--- config.mk ---
export PLATFORM = sky130hd
export DESIGN_NAME = neuron_mac_seq
export DESIGN_NICKNAME = d
export VERILOG_FILES = /design/src/rtl/neuron_pkg.sv /design/src/rtl/fxp_round_sat.sv /design/src/rtl/neuron_mac_seq.sv
export SDC_FILE = /design/constraint.sdc
export NUM_CORES = 1
export LEC_CHECK = 0
export BUFFER_PORTS_ARGS = -buffer_cell sky130_fd_sc_hd__buf_2
export CAP_MARGIN = 15
export CORE_MARGIN = 5
export CORE_UTILIZATION = 30
export CTS_BUF_LIST = sky130_fd_sc_hd__clkbuf_2
export CTS_CLUSTER_DIAMETER = 150
export CTS_CLUSTER_SIZE = 40
export DETAILED_ROUTE_END_ITERATION = 10
export GPL_TIMING_DRIVEN = 0
export PLACE_DENSITY_LB_ADDON = 0.2
export SLEW_MARGIN = 20
export SYNTH_ARGS = -nofsm -noshare
export SYNTH_HDL_FRONTEND = slang
export SYNTH_HIERARCHICAL = 1
export SYNTH_SLANG_ARGS = --single-unit
--- constraint.sdc ---
create_clock -name clk -period 8.3 [get_ports clk]
set_input_delay 1.66 -clock clk [delete_from_list [all_inputs] [get_ports clk]]
set_output_delay 1.66 -clock clk [all_outputs]
set_load 0.1 [all_outputs]
--- src/rtl/neuron_pkg.sv ---
// Shared types and fixed-point helpers for the neuron datapath blocks.
// Wide intermediates are 64 bits, so every legal accumulator width fits with headroom.
package neuron_pkg;

    typedef enum logic [1:0] {IDLE, ACCUM, FINISH, OUT} state_t;

    localparam int WIDE_W = 64;
    localparam logic signed [WIDE_W-1:0] ONE_W = WIDE_W'(1);

    typedef struct packed {
        logic signed [WIDE_W-1:0] val;
        logic                     sat;
    } sat_res_t;

    // Clip a wide signed value into the signed range of 'width' bits.
    function automatic sat_res_t sat_signed(input logic signed [WIDE_W-1:0] value,
                                            input int width);
        sat_res_t res;
        logic signed [WIDE_W-1:0] hi;
        logic signed [WIDE_W-1:0] lo;
        hi = (ONE_W <<< (width - 1)) - ONE_W;
        lo = -hi - ONE_W;
        res.val = value;
        res.sat = 1'b0;
        if (value > hi) begin
            res.val = hi;
            res.sat = 1'b1;
        end else if (value < lo) begin
            res.val = lo;
            res.sat = 1'b1;
        end
        return res;
    endfunction

    function automatic logic signed [WIDE_W-1:0] round_const(input int frac_w);
        return ONE_W <<< (frac_w - 1);
    endfunction

endpackage

--- src/rtl/fxp_round_sat.sv ---
// Combinational output stage: add aligned bias, round half up, saturate, optional ReLU.
// Accumulator is Q.2F; the bias is Q.F so it is shifted up by FRAC_W before the add.
module fxp_round_sat
    import neuron_pkg::*;
#(
    parameter int DATA_W  = 8,
    parameter int FRAC_W  = 4,
    parameter int ACC_W   = 19,
    parameter int RELU_EN = 1
) (
    input  logic signed [ACC_W-1:0]  acc,
    input  logic signed [DATA_W-1:0] bias,
    output logic signed [DATA_W-1:0] y,
    output logic                     sat
);

    logic signed [WIDE_W-1:0] acc_w;
    logic signed [WIDE_W-1:0] bias_w;
    logic signed [WIDE_W-1:0] s;
    logic signed [WIDE_W-1:0] r;
    sat_res_t                 clip;
    logic                     unused_hi;

    always_comb begin
        acc_w  = WIDE_W'(acc);
        bias_w = WIDE_W'(bias) <<< FRAC_W;
        s      = acc_w + bias_w;
        // Arithmetic shift floors, so adding half first rounds ties toward +inf.
        r      = (s + round_const(FRAC_W)) >>> FRAC_W;
        clip   = sat_signed(r, DATA_W);
        y      = clip.val[DATA_W-1:0];
        sat    = clip.sat;
        if (RELU_EN != 0 && r < 0) begin
            y   = '0;
            sat = 1'b0;
        end
    end

    assign unused_hi = ^clip.val[WIDE_W-1:DATA_W];

endmodule

--- src/rtl/neuron_mac_seq.sv ---
// Serial neuron: N_INPUTS (x, w) beats are multiply-accumulated at full precision,
// then one FINISH cycle applies bias/round/saturate/ReLU and holds the result for downstream.
module neuron_mac_seq
    import neuron_pkg::*;
#(
    parameter int DATA_W   = 8,
    parameter int FRAC_W   = 4,
    parameter int N_INPUTS = 4,
    parameter int RELU_EN  = 1
) (
    input  logic              clk,
    input  logic              rst,
    input  logic              clear,
    input  logic              in_valid,
    output logic              in_ready,
    input  logic [DATA_W-1:0] in_x,
    input  logic [DATA_W-1:0] in_w,
    input  logic [DATA_W-1:0] bias,
    output logic              out_valid,
    input  logic              out_ready,
    output logic [DATA_W-1:0] out_y,
    output logic              out_sat,
    output logic              busy
);

    localparam int ACC_W = 2 * DATA_W + $clog2(N_INPUTS) + 1;
    localparam int CNT_W = $clog2(N_INPUTS + 1);

    state_t                    state_q, state_d;
    logic signed [ACC_W-1:0]   acc_q, acc_d;
    logic [CNT_W-1:0]          cnt_q, cnt_d;
    logic signed [DATA_W-1:0]  bias_q, bias_d;
    logic [DATA_W-1:0]         out_y_q, out_y_d;
    logic                      out_sat_q, out_sat_d;

    logic signed [2*DATA_W-1:0] prod;
    logic signed [ACC_W-1:0]    prod_ext;
    logic signed [DATA_W-1:0]   fin_y;
    logic                       fin_sat;
    logic                       take;

    assign prod     = $signed(in_x) * $signed(in_w);
    assign prod_ext = ACC_W'(prod);

    fxp_round_sat #(
        .DATA_W (DATA_W),
        .FRAC_W (FRAC_W),
        .ACC_W  (ACC_W),
        .RELU_EN(RELU_EN)
    ) u_round (
        .acc (acc_q),
        .bias(bias_q),
        .y   (fin_y),
        .sat (fin_sat)
    );

    // clear wins over a simultaneous beat, so the beat must not be acknowledged.
    assign in_ready  = (state_q == IDLE || state_q == ACCUM) && !clear;
    assign take      = in_valid && in_ready;
    assign out_valid = (state_q == OUT);
    assign busy      = (state_q != IDLE);
    assign out_y     = out_y_q;
    assign out_sat   = out_sat_q;

    always_comb begin
        state_d   = state_q;
        acc_d     = acc_q;
        cnt_d     = cnt_q;
        bias_d    = bias_q;
        out_y_d   = out_y_q;
        out_sat_d = out_sat_q;
        case (state_q)
            IDLE, ACCUM, FINISH: begin
                if (clear) begin
                    state_d = IDLE;
                    acc_d   = '0;
                    cnt_d   = '0;
                end else if (state_q == FINISH) begin
                    out_y_d   = fin_y;
                    out_sat_d = fin_sat;
                    state_d   = OUT;
                end else if (take) begin
                    if (state_q == IDLE) begin
                        acc_d  = prod_ext;
                        bias_d = $signed(bias);
                        cnt_d  = CNT_W'(1);
                    end else begin
                        acc_d = acc_q + prod_ext;
                        cnt_d = cnt_q + CNT_W'(1);
                    end
                    if (cnt_d == CNT_W'(N_INPUTS)) state_d = FINISH;
                    else                           state_d = ACCUM;
                end
            end
            OUT: begin
                if (out_ready) state_d = IDLE;
            end
            default: state_d = IDLE;
        endcase
    end

    always_ff @(posedge clk or negedge rst) begin
        if (!rst) begin
            state_q   <= IDLE;
            acc_q     <= '0;
            cnt_q     <= '0;
            bias_q    <= '0;
            out_y_q   <= '0;
            out_sat_q <= 1'b0;
        end else begin
            state_q   <= state_d;
            acc_q     <= acc_d;
            cnt_q     <= cnt_d;
            bias_q    <= bias_d;
            out_y_q   <= out_y_d;
            out_sat_q <= out_sat_d;
        end
    end

endmodule

# [Yosys cells after proc, flatten, opt, wreduce, memory -nomap -nowiden]
# Cells that the tools add are included.
[word_totals] in_bits=29 word_cells=57 rom_bits=0 mem_bits_rw=0 register_bits=41 mem_count=0 out_inout_bits=12 latchBits=0
[classes] bitwise=2 mux=22 shift=0 n_div=0 n_reduce_logical=12 n_mul=1 order_cmp=3 add_sub_neg=4 eq_ne=7
[ops] op="19-bit two-way mux" n=4
[ops] op="3-bit two-way mux" n=8
[ops] op="20-bit by 5-bit adder with 21-bit output (second input constant)" n=1
[ops] op="19-bit by 12-bit adder with 20-bit output" n=1
[ops] op="19-bit by 16-bit adder with 19-bit output" n=1
[ops] op="9-bit two-way mux" n=2
[ops] op="17-bit by 8-bit > comparator with 1-bit output (second input constant)" n=1
[ops] op="17-bit by 1-bit < comparator with 1-bit output (second input constant)" n=1
[ops] op="17-bit by 8-bit < comparator with 1-bit output (second input constant)" n=1
[ops] op="8-bit by 8-bit multiplier with 16-bit output" n=1
[ops] op="2-bit two-way mux" n=5
[ops] op="8-bit two-way mux" n=1
[ops] op="3-bit AND reduction" n=2
[ops] op="5-bit AND reduction" n=1
[ops] op="2-bit == test (second input constant)" n=2
[ops] op="4-bit inequality test (second input constant)" n=1
[ops] op="2-bit one-hot mux with 2 select lines" n=1
[ops] op="2-bit nonzero test" n=2
[ops] op="3-bit by 1-bit adder with 3-bit output (second input constant)" n=1
[ops] op="3-bit == test (second input constant)" n=1
[ops] op="3-bit OR reduction" n=1
[ops] op="2-bit by 1-bit == test with 1-bit output (second input constant)" n=1
[ops] op="1-bit logical AND" n=2
[ops] op="2-bit logical NOT" n=1
[ops] op="7 further kinds" n=8

# [Longest topological paths before layout]
[logic_depth] ltp_word=14 depth_mapped=26 mapped_depth_nobuf=26

# [Modules after synthesis]
# The synthesis kept the hierarchy.
[modules_own_cells] module="neuron_mac_seq" cells_each=558 area_per_inst_um2=5084.9 instances=1 seq_area_each_um2=1026.0
[modules_own_cells] module="fxp_round_sat" cells_each=119 area_per_inst_um2=922.1 instances=1 seq_area_each_um2=0.0

# [Least setup slack after synthesis]
# No wires, ideal clock.
[synth_path] kind="input to register" startpoint="input in_x[7]" endpoint="register acc_q[18]" cell_stages=24 n_path_buf=0 path_slack_ns=1.203 t_required_ns=8.204 setup_time_ns=0.096 arrival_time_ns=7.001 cell_sequence="and2_1 -> fa_1 -> inv_1 -> fa_1 -> inv_1 -> fa_1 -> inv_1 -> fa_1 -> inv_1 -> ha_1 -> or2_2 -> a21oi_1 -> a21oi_1 -> a21o_1 -> a21oi_1 -> xnor2_1 -> ha_1 -> nand3_1 -> a311oi_1 -> nor2_1 -> a21oi_1 -> xor2_1 -> a21oi_1 -> o31ai_1"
[synth_between] elab_chain_cells=6
[synth_lines] element="start, declared" line_no="neuron_mac_seq.sv:16" source="input logic [DATA_W-1:0] in_x,"
[synth_lines] element="8-bit by 8-bit multiplier with 16-bit output (*)" line_no="neuron_mac_seq.sv:42" source="assign prod = $signed(in_x) * $signed(in_w);"
[synth_lines] element="19-bit by 16-bit adder with 19-bit output" line_no="neuron_mac_seq.sv:88" source="acc_d = acc_q + prod_ext;"
[synth_lines] element="19-bit two-way mux (*)" line_no="neuron_mac_seq.sv:83" source="if (state_q == IDLE) begin"
[synth_lines] element="19-bit two-way mux (*)" line_no="neuron_mac_seq.sv:82" source="end else if (take) begin"
[synth_lines] element="19-bit two-way mux (*)" line_no="neuron_mac_seq.sv:78" source="end else if (state_q == FINISH) begin"
[synth_lines] element="19-bit two-way mux (*)" line_no="neuron_mac_seq.sv:74" source="if (clear) begin"
[synth_lines] element="end signal, assigned" line_no="neuron_mac_seq.sv:105" source="acc_q <= '0;"
[synth_lines] element="end signal, assigned" line_no="neuron_mac_seq.sv:112" source="acc_q <= acc_d;"
[synth_lines] element="end, declared" line_no="neuron_mac_seq.sv:30" source="logic signed [ACC_W-1:0] acc_q, acc_d;"
# Every way passes the cells marked *; elsewhere a longest branch is shown, timed or not. The select of a mux whose other input is x is not followed.
# A chain may end at the register's enable or synchronous reset.

# [Worst setup path in the final report]
# Ends and elaborated chain as after synthesis.

==> impl_metrics.tcl <==
set metrics [dict create \
    critPathCaptureType "register" \
    clock_latency_ps 410 \
    multi_input_area_mm2 0.00452 \
    synthMuxAreaShare 0.0387 \
    gp_congestion 0.797 \
    max_slew_margin 0.450 \
    reg2reg_depth 9 \
    yosysSeqAreaShare 0.171 \
    netlist_area_mm2 0.00601 \
    synth_compound_area_frac 0.172 \
    drive_gt1_frac 0.112 \
    netlist_instances 677 \
    hold_end "out_y[0]$_DFFE_PN0P_" \
    crit_arrival_ps 7680 \
    synthAdderAreaFrac 0.321 \
    peakVddDrop_uv 138 \
    worstReg2RegStart "bias_q[7]$_DFFE_PN0P_" \
    dr.pass1.iters 4 \
    hold_class "reg -> reg" \
    hpwl_mm 11.1 \
    avgSynthCellArea_um2 8.87 \
    start_kind "input pin" \
    clock_sinks 41 \
    synth-main-ff-cell "dfrtp_1" \
    io_buffer_count 40 \
    async_flop_share 1.00 \
    ctsRootBufferMaster "clkbuf_2" \
    worst_slack_ps 949 \
    fin_util 0.338 \
    maxCapViolations 0 \
    tns_ps 0 \
    cts_tree "yes" \
    r2r_end "out_y[5]$_DFFE_PN0P_" \
    syn-num-nets 826 \
    synth_edf_count 0 \
    die-area_mm2 0.0230 \
    synthSimpleGateAreaFrac 0.161 \
    worst_slew_pin_slew_ps 822 \
    cts_hold_buffers 0 \
    outcome "finished clean" \
    hp-start "out_y[0]$_DFFE_PN0P_" \
    grt_pass1_vias 4536 \
    required_ps 8630 \
    grt_remaining_overflow 0 \
    wirelength_mm 13.2 \
    period_share 0.886 \
    p_per_area_mw_per_mm2 367 \
    reg2reg_slack_ps 5150 \
    regArea_mm2 0.00103 \
    ys_warn_count 6 \
    route.detailed.drc 0 \
    syn_to_final_growth_pct 10.3 \
    synthXorXnorAreaFrac 0.0594 \
    hold_viol_final 0 \
    die_x_um 152 \
    core.rowCount 51 \
    initial_core_util 0.307 \
    n_fill_cell 2093 \
    hold_depth 1 \
    route.vias.total 4560 \
    core_mm2 0.0196 \
    crit_type "in -> reg" \
    htreeDepth 2 \
    ioPinCount 41 \
    grt_start_max_net_pins 42 \
    synth_top_family_by_area "adder cells" \
    post_cts_resized 0 \
    p_leak_uw 0.00326 \
    cts_setup_buffers 0 \
    finalMaxSlewViolations 0 \
    nets 874 \
    grtUsageTotal 0.119 \
    drtIter0Drc 109 \
    drtAntennaViolNets 0 \
    antenna_found_initial 1 \
    fin_skew_ps 10.0 \
    finalSetupViolations 0 \
    grt_pass1_wl_mm 22.5 \
    rsz0062_at_grt "no" \
    pre_cts_slack_ps 407 \
    ys_ff_latch 41 \
    cp_max_fo 8 \
    die_h_um 152 \
    period_needed_ps 7350 \
    cts_buffers 5 \
    cts_buffer_depth 2 \
    synth.distinct_cells 66 \
    wl_per_cell_um 13.3 \
    fmax_mhz 136 \
    via_per_inst 4.60 \
    clk_pin_slew_ps 210 \
]
==> metrics by stage <==
| step | hold WS, ps | area, um^2 | instances | power (uW) |
|---|---|---|---|---|
| final | 527 | 6630 | 992 | 2430 |
| after global routing | 529 | 6630 | 992 | 2740 |
| after CTS | 524 | 6600 | 990 | 2460 |
| after detailed placement | 491 | 6540 | 982 | 2330 |
| after global placement | 486 | 6540 | 982 | 2330 |
| after floorplan | 455 | 6010 | 677 | 1960 |
==> cell usage in the layout, fill, tap and decap left out, types with 3 or more instances in the layout <==
master and count:
o21ai_0 34, o21ai_1 3, mux2i_1 3, a21o_1 15
o31ai_1 3, and2_1 48, xnor2_1 20, xor2_1 17
dfrtp_1 41, nor3_1 7, o21bai_1 3, inv_1 102
a31oi_1 4, a211oi_1 3, clkbuf_2 6, fa_1 57
buf_2 40, a22o_1 3, ha_1 63, a41oi_1 8
or3_1 5, mux2_2 18, o211ai_1 6, clkbuf_1 9
nor2b_1 11, a211o_1 4, nand3_1 8, nor2_1 30
buf_6 3, a21oi_1 38, a22oi_1 3, nand2_1 51
o21a_1 5, nand2b_1 12
==> sequential cells by signal (all words and copies together) (netlist names) <==
name,count
acc_q,19
bias_q,8
cnt_q,3
out_sat,1
out_y,8
state_q,2
==> report_power, final <==
group / switching [uW] / internal [uW] / leakage (uW)
Combinational: 1180 / 857 / 0.00268
Clock: 68.6 / 51.3 / 0.0000406
Sequential: 38.0 / 240 / 0.000536
Total: 1290 / 1150 / 0.00326
==> critical path, stage by stage <==
cell      delay (ps)
buf_2            150
and2_1           210
fa_1             600
inv_1            140
fa_1             560
inv_1             60
fa_1             520
inv_1             50
fa_1             520
inv_1             40
ha_1             310
or2_2            300
a21oi_1          150
a21oi_1           80
a21o_1           200
a21oi_1          170
xnor2_1          190
ha_1             450
nand3_1           90
a311oi_1         360
nor2_1           100
a21oi_1          190
xor2_1           190
a21oi_1           90
o31ai_1          300
==> layer usage <==
metal	vias up	share of wire	track usage
met4	0	0.0087	0.0229
li1	2378	-	-
met5	-	0	0
met1	2129	0.52	0.176
met3	6	0.026	0.0107
met2	47	0.44	0.192
==> cells by family (layout without fill, tap and decap cells) <==
| group | after synthesis | after routing |
|---|---|---|
| AND/OR/NAND/NOR | 185 | 185 |
| buffers and inverters | 115 | 164 |
| AO/OA/AOI/OAI | 155 | 155 |
| multiplexers | 21 | 21 |
| adder cells (fa/ha/maj) | 120 | 120 |
| other | 1 | 2 |
| XOR/XNOR | 39 | 39 |
| flip-flops | 41 | 41 |
==> worst max-delay path by stage <==
| stage | from | endpoint | slack [ps] |
|---|---|---|---|
| after floorplan | in_x[7] | acc_q[18]$_DFFE_PN0P_ | 1200 |
| after global routing | in_x[7] | acc_q[18]$_DFFE_PN0P_ | 580 |
| after global placement | in_x[7] | acc_q[18]$_DFFE_PN0P_ | 550 |
| final | in_x[7] | acc_q[18]$_DFFE_PN0P_ | 950 |
| after detailed placement | in_x[7] | acc_q[18]$_DFFE_PN0P_ | 410 |
| after CTS | in_x[7] | acc_q[18]$_DFFE_PN0P_ | 910 |
==> cells in the mapped netlist (7+ instances only) <==
| cell type | instances | area [um^2] |
|---|---|---|
| inv_1 | 102 | 383 |
| ha_1 | 63 | 788 |
| fa_1 | 57 | 1140 |
| nand2_1 | 51 | 191 |
| and2_1 | 48 | 300 |
| dfrtp_1 | 41 | 1030 |
| a21oi_1 | 38 | 190 |
| o21ai_0 | 34 | 170 |
| nor2_1 | 30 | 113 |
| xnor2_1 | 20 | 175 |
| mux2_2 | 18 | 203 |
| xor2_1 | 17 | 149 |
| a21o_1 | 15 | 113 |
| nand2b_1 | 12 | 75.1 |
| nor2b_1 | 11 | 68.8 |
| clkbuf_1 | 9 | 33.8 |
| a41oi_1 | 8 | 70.1 |
| nand3_1 | 8 | 40.0 |
| nor3_1 | 7 | 35.0 |
==> area by class of cell <==
cell class | count | share of cell area
diodes | 1 | 0.000378
plain buffers | 13 | 0.0113
multi-input cells | 521 | 0.683
clock inverters | 2 | 0.00510
clock buffers | 6 | 0.00453
inverters | 102 | 0.0578
well taps | 265 | 0.0500
flip-flops and latches | 41 | 0.155
repair buffers | 41 | 0.0332
Note: power is estimated with default switching activity, not from simulation.
